$ cat src/rtl/data_hs_pkg.sv
// rtl/data_hs_pkg.sv - shared widths, count type and sizing helpers for the handshake FIFO
package data_hs_pkg;

    // Widest count any instance can report; per-instance counts are sliced from this.
    localparam int COUNT_MAX_W = 32;

    typedef logic [COUNT_MAX_W-1:0] count_t;

    // Address width for a power-of-two storage array.
    function automatic int ptr_w(input int depth);
        return $clog2(depth);
    endfunction

    // Occupancy width: must represent 0..depth inclusive.
    function automatic int cnt_w(input int depth);
        return $clog2(depth + 1);
    endfunction

endpackage

$ cat src/rtl/data_hs_ram.sv
// rtl/data_hs_ram.sv - DEPTH x WIDTH register array, one write port, asynchronous read
module data_hs_ram #(
    parameter int WIDTH = 32,
    parameter int DEPTH = 4,
    parameter int AW    = 2
) (
    input  logic             clk_i,
    input  logic             rst_n_i,
    input  logic             we_i,
    input  logic [AW-1:0]    waddr_i,
    input  logic [WIDTH-1:0] wdata_i,
    input  logic [AW-1:0]    raddr_i,
    output logic [WIDTH-1:0] rdata_o
);

    logic [WIDTH-1:0] mem [DEPTH];

    // Write the addressed entry; reset clears every entry so the read port shows zero.
    always_ff @(posedge clk_i or negedge rst_n_i) begin
        if (!rst_n_i) begin
            for (int i = 0; i < DEPTH; i++) begin
                mem[i] <= '0;
            end
        end else if (we_i) begin
            mem[waddr_i] <= wdata_i;
        end
    end

    // Read is combinational so the head word falls through without an extra register stage.
    assign rdata_o = mem[raddr_i];

endmodule

$ cat src/rtl/data_hs_fifo.sv
// rtl/data_hs_fifo.sv - valid/ready FIFO with first-word fall-through, occupancy and flush
module data_hs_fifo
    import data_hs_pkg::*;
#(
    parameter int WIDTH = 32,
    parameter int DEPTH = 4,
    parameter int CNT_W = cnt_w(DEPTH)
) (
    input  logic             clk_i,
    input  logic             rst_n_i,
    input  logic             flush_i,
    input  logic [WIDTH-1:0] in_data_i,
    input  logic             in_valid_i,
    output logic             in_ready_o,
    output logic [WIDTH-1:0] out_data_o,
    output logic             out_valid_o,
    input  logic             out_ready_i,
    output logic [CNT_W-1:0] count_o
);

    localparam int               PW       = ptr_w(DEPTH);
    localparam count_t           DEPTH_C  = count_t'(DEPTH);
    localparam logic [CNT_W-1:0] FULL_CNT = DEPTH_C[CNT_W-1:0];
    localparam logic [PW-1:0]    PTR_ONE  = PW'(1);
    localparam logic [CNT_W-1:0] CNT_ONE  = CNT_W'(1);

    logic [PW-1:0]    wr_ptr;
    logic [PW-1:0]    rd_ptr;
    logic [CNT_W-1:0] count;
    logic             push;
    logic             pop;

    // Ready/valid come from the registered count only, so out_ready_i never reaches in_ready_o.
    assign in_ready_o  = (count != FULL_CNT);
    assign out_valid_o = (count != '0);
    assign count_o     = count;

    // A flush cycle suppresses both transfers; the incoming word is dropped, not stored.
    assign push = in_valid_i && in_ready_o && !flush_i;
    assign pop  = out_valid_o && out_ready_i && !flush_i;

    data_hs_ram #(
        .WIDTH (WIDTH),
        .DEPTH (DEPTH),
        .AW    (PW)
    ) u_ram (
        .clk_i   (clk_i),
        .rst_n_i (rst_n_i),
        .we_i    (push),
        .waddr_i (wr_ptr),
        .wdata_i (in_data_i),
        .raddr_i (rd_ptr),
        .rdata_o (out_data_o)
    );

    // Pointer and occupancy bookkeeping; flush outranks push and pop, pointers roll over naturally.
    always_ff @(posedge clk_i or negedge rst_n_i) begin
        if (!rst_n_i) begin
            wr_ptr <= '0;
            rd_ptr <= '0;
            count  <= '0;
        end else if (flush_i) begin
            wr_ptr <= '0;
            rd_ptr <= '0;
            count  <= '0;
        end else begin
            if (push) begin
                wr_ptr <= wr_ptr + PTR_ONE;
            end
            if (pop) begin
                rd_ptr <= rd_ptr + PTR_ONE;
            end
            case ({push, pop})
                2'b10:   count <= count + CNT_ONE;
                2'b01:   count <= count - CNT_ONE;
                default: count <= count;
            endcase
        end
    end

endmodule

$ cat config.mk
export PLATFORM = sky130hd
export DESIGN_NAME = data_hs_fifo
export DESIGN_NICKNAME = d
export VERILOG_FILES = /design/src/rtl/data_hs_pkg.sv /design/src/rtl/data_hs_ram.sv /design/src/rtl/data_hs_fifo.sv
export SDC_FILE = /design/constraint.sdc
export NUM_CORES = 1
export LEC_CHECK = 0
export BUFFER_PORTS_ARGS = -buffer_cell sky130_fd_sc_hd__buf_4
export CORE_ASPECT_RATIO = 1.1
export CORE_UTILIZATION = 39
export DETAILED_ROUTE_END_ITERATION = 10
export PLACE_DENSITY_LB_ADDON = 0.2
export SYNTH_ARGS = -nofsm -noshare
export SYNTH_HDL_FRONTEND = slang
export SYNTH_HIERARCHICAL = 1
export SYNTH_SLANG_ARGS = --single-unit
$ cat constraint.sdc
create_clock -name clk_i -period 4.11 [get_ports clk_i]
set_input_delay 0.411 -clock clk_i [delete_from_list [all_inputs] [get_ports clk_i]]
set_output_delay 0.411 -clock clk_i [all_outputs]
set_load 0.02 [all_outputs]
==> PnR_summary.wiki <==
{| class="wikitable"
! Metric !! Value
|-
| Run status || finished clean
|-
| Vias in the first global route || between 3k and 4k
|-
| Last weighted congestion value of the routability-driven placer || around 0.76
|-
| Placement Setup Slack || about 1.7 ns
|-
| Critical Path Sink Type || output pin
|-
| CP required || 3.70 ns
|-
| Most common cell type on the critical path || sky130_fd_sc_hd__buf_4
|-
| Final HPWL from detailed placement || 7410 um
|-
| Placed standard-cell area || 6770 um^2
|-
| Via-to-Cell Ratio || a little over 5
|-
| CP max stage cell || sky130_fd_sc_hd__dfrtp_2
|-
| Cell type with the highest aggregate area in the netlist || sky130_fd_sc_hd__dfrtp_1
|-
| Initial Utilization || 39.9%
|-
| Mean Syn Cell Area || between 15 and 20 um^2
|-
| CP Launch Type || register
|-
| Cell-internal power || about 3700 uW
|-
| Die outline area || around 16000 um^2
|-
| RSZ-0062 raised after global routing || no
|-
| Max clock buf depth || 2
|-
| H-tree depth || 4
|-
| Root Buffer Master || sky130_fd_sc_hd__clkbuf_16
|-
| Chip Width || 120 um
|-
| Area growth from synthesis to layout || 23.7%
|-
| Combinational fraction of design power || 26.1%
|-
| Buffers inserted by post-CTS timing repair || 0
|-
| First-pass GRT wire length || just under 20000 um
|-
| Share of synthesized area occupied by flip-flops and latches || 56.3%
|-
| Number of buffers inserted by hold repair at cts || 0
|-
| Max-capacitance violation count || 0
|-
| Max-slew violation count || 0
|-
| Primary flip-flop cell chosen by synthesis mapping || sky130_fd_sc_hd__dfrtp_1
|-
| Type of the setup path with the least slack || register to output pin
|-
| Synth warn || 6
|-
| Routed vias || 3384
|-
| Final std cells w/o fill || 652
|-
| Highest Clock Rate || ~370 MHz
|-
| Wirelength, routed || 11800 um
|-
| Fraction of power spent switching nets || 26.5%
|-
| Reg power frac || approximately two fifths
|-
| Leakage power figure || 0.00331 uW
|-
| Fraction of registers with async set or reset after synthesis || between 90% and 100%
|-
| Number of buffers added by the clock tree synthesis step || 17
|-
| Synthesized instance count || 366
|-
| All-layer global routing usage || 16.5%
|-
| Actual transition at the worst max-transition pin || 1.03 ns
|-
| CP cell instances || buf_4 > mux4_2 > buf_4
|-
| CTS resizes || 0
|-
| Post-synth net total || 404
|-
| Y dimension of the die || 132 um
|-
| Fin nets || 481
|-
| Clk sinks || 135
|-
| Number of flip-flops and latches in the synthesized netlist || 135
|-
| Clk_skew || 0.0112 ns
|-
| Share of the clock period used by the worst path after layout || 66.5%
|-
| Area of the core || 15100 um^2
|-
| Worst slew margin relative to its limit || between 30% and 40%
|-
| TritonCTS clock tree || done
|-
| Largest stage delay on the critical path || 0.71 ns
|-
| Post-placement cell count || 620
|-
| Synthesized area || 6000 um^2
|-
| Drt first-iter violations || 123
|-
| Clock-pin slew on the worst setup and hold paths || 0.06 ns
|-
| ANT cells || 0
|-
| Fin worst setup slack || around 1.4 ns
|-
| Pin count of the biggest net entering global routing || ~80
|-
| Skew-Pair Late Insertion Delay || 0.41 ns
|-
| Total negative slack || 0 ns
|-
| Yosys top cell area share || 56.3%
|-
| Cell Pwr Density || a little under 700 nW/um^2
|-
| Worst-path fanout max || 16
|-
| Clk pwr share || about a third
|-
| Iteration count of the initial detailed-routing pass || 4
|-
| Family with the most delay on the worst path || flip-flops
|-
| Count of pins on the block boundary || 74
|-
| Ratio of cells with drive above 1 in the final layout || between 60 and 70%
|-
| Number of enable-type register cells in the synthesized netlist || 0
|-
| Number of port buffers || 73
|-
| Top cells by area in the synthesized netlist || sky130_fd_sc_hd__dfrtp_1 56%, sky130_fd_sc_hd__mux2_2 24%, sky130_fd_sc_hd__mux4_2 12%
|-
| Number of buffer and inverter instances along the worst setup path || 2
|-
| Number of antenna violations at the first check in global routing || 0
|-
| Global-route congestion overflow total || 0
|-
| Number of unique standard cell types used by synthesis || 31
|-
| Switching power || roughly 1300 uW
|-
| Average wire per standard cell || roughly 18 um
|-
| Post-route core utilization || 49.3%
|-
| DR DRC count || 0
|-
| Type of the tightest min-delay check || primary input to async pin
|-
| Fill cell instance count of the final layout || 1333
|-
| Final-report setup violation count || 0
|-
| CP Data Arrival Time || roughly 2.3 ns
|-
| Post-route standard cell area excluding fillers || ~7400 um^2
|-
| Tmin final || 2.73 ns
|-
| Antenna viol nets, final || 0
|-
| Final hold violations || 0
|-
| Largest vdd supply drop || 0.316 mV
|-
| Core Rows || 47
|}
-- path summary, 6_finish.rpt --
kind	start	end	slack, ns	depth (start not counted)
worst min-delay path	rst_n_i	u_ram/mem[80]	0.19	1
max in group asynchronous	rst_n_i	rd_ptr[1]	3.07	2
worst max-delay path	rd_ptr[0]	out_data_o[31]	1.38	3
worst min register to register	u_ram/mem[124]	u_ram/mem[124]	0.50	1
min in group clk_i	flush_i	count_o[2]	0.24	2
worst max register to register	count_o[0]	u_ram/mem[15]	1.68	6
-- cells in the final DEF, fill, tap and decap left out, types with 2 or more instances in the layout --
cell / instances
sky130_fd_sc_hd__buf_12: 2
sky130_fd_sc_hd__a2111oi_2: 2
sky130_fd_sc_hd__buf_4: 79
sky130_fd_sc_hd__nand3b_1: 3
sky130_fd_sc_hd__mux4_2: 32
sky130_fd_sc_hd__clkbuf_16: 17
sky130_fd_sc_hd__mux2_1: 2
sky130_fd_sc_hd__clkinv_2: 5
sky130_fd_sc_hd__o21ai_0: 2
sky130_fd_sc_hd__clkbuf_8: 2
sky130_fd_sc_hd__mux2_2: 126
sky130_fd_sc_hd__nand3_1: 3
sky130_fd_sc_hd__xor2_1: 5
sky130_fd_sc_hd__dfrtp_1: 133
sky130_fd_sc_hd__nand2_1: 3
sky130_fd_sc_hd__bufinv_16: 5
sky130_fd_sc_hd__nor2b_1: 3
sky130_fd_sc_hd__dfrtp_2: 2
sky130_fd_sc_hd__nor2_1: 9
-- layer usage --
metal | GRT usage, % | share of wire [%] | vias to the layer above | routed length, um
met5 | 0 | 0 | - | 0
met4 | 5.76 | 1.0 | 0 | 121
met3 | 4.37 | 3.9 | 10 | 458
met2 | 26.1 | 50 | 60 | 5930
met1 | 22.0 | 45 | 1787 | 5340
li1 | - | - | 1527 | -
-- sequential cells by signal (all words and copies together) (netlist names) --
| signal | count |
|---|---|
| count_o | 3 |
| wr_ptr | 2 |
| rd_ptr | 2 |
| u_ram/mem | 128 |
-- cells in the mapped netlist, drive strengths merged, types with 2 or more instances --
| master | number |
|---|---|
| nand2 | 3 |
| nand3b | 3 |
| nor2 | 9 |
| o21ai | 3 |
| dfrtp | 135 |
| nor3b | 3 |
| buf | 23 |
| mux4 | 32 |
| xor2 | 5 |
| nand3 | 4 |
| mux2 | 128 |
| nor2b | 3 |
| a21oi | 2 |
| a2111oi | 2 |
-- power groups by stage --
| stage | Clock [uW] | Sequential [uW] | Combinational (uW) |
|---|---|---|---|
| detailed placement | 0 | 2060 | 1330 |
| global placement | 0 | 2030 | 1300 |
| CTS | 1700 | 2040 | 1330 |
| finish | 1660 | 2040 | 1310 |
| floorplan | 0 | 1960 | 972 |
| global route | 1760 | 2100 | 1410 |
-- per-stage QoR --
stage                     hold WS, ns  total power (uW)
after floorplan                 0.115              2930
after global placement          0.476              3330
after detailed placement        0.488              3390
after CTS                       0.228              5070
after global routing            0.245              5260
final                           0.190              5010
-- cell type report --
class | instances | area, um^2 | area share, %
clock buffers | 19 | 453 | 6.10
clock inverters | 13 | 200 | 2.70
inverters | 1 | 3.75 | 0.0506
multi-input cells | 207 | 2500 | 33.7
flip-flops and latches | 135 | 3380 | 45.6
well taps | 196 | 245 | 3.31
repair buffers | 81 | 633 | 8.53
-- cells by family (layout without fill, tap and decap cells) --
logic type                 count (synthesis)  in the layout  synth area share, %
AOI/OAI and AO/OA                         11             11                 1.48
adders and majority gates                  1              1                0.334
muxes                                    160            160                 36.0
buffers and inverters                     24            114                 2.15
DFF                                      135            135                 56.3
and+or+nand+nor                           29             29                 2.82
xor gates and xnor gates                   6              6                0.876
Power figures use the tool's default switching activity.
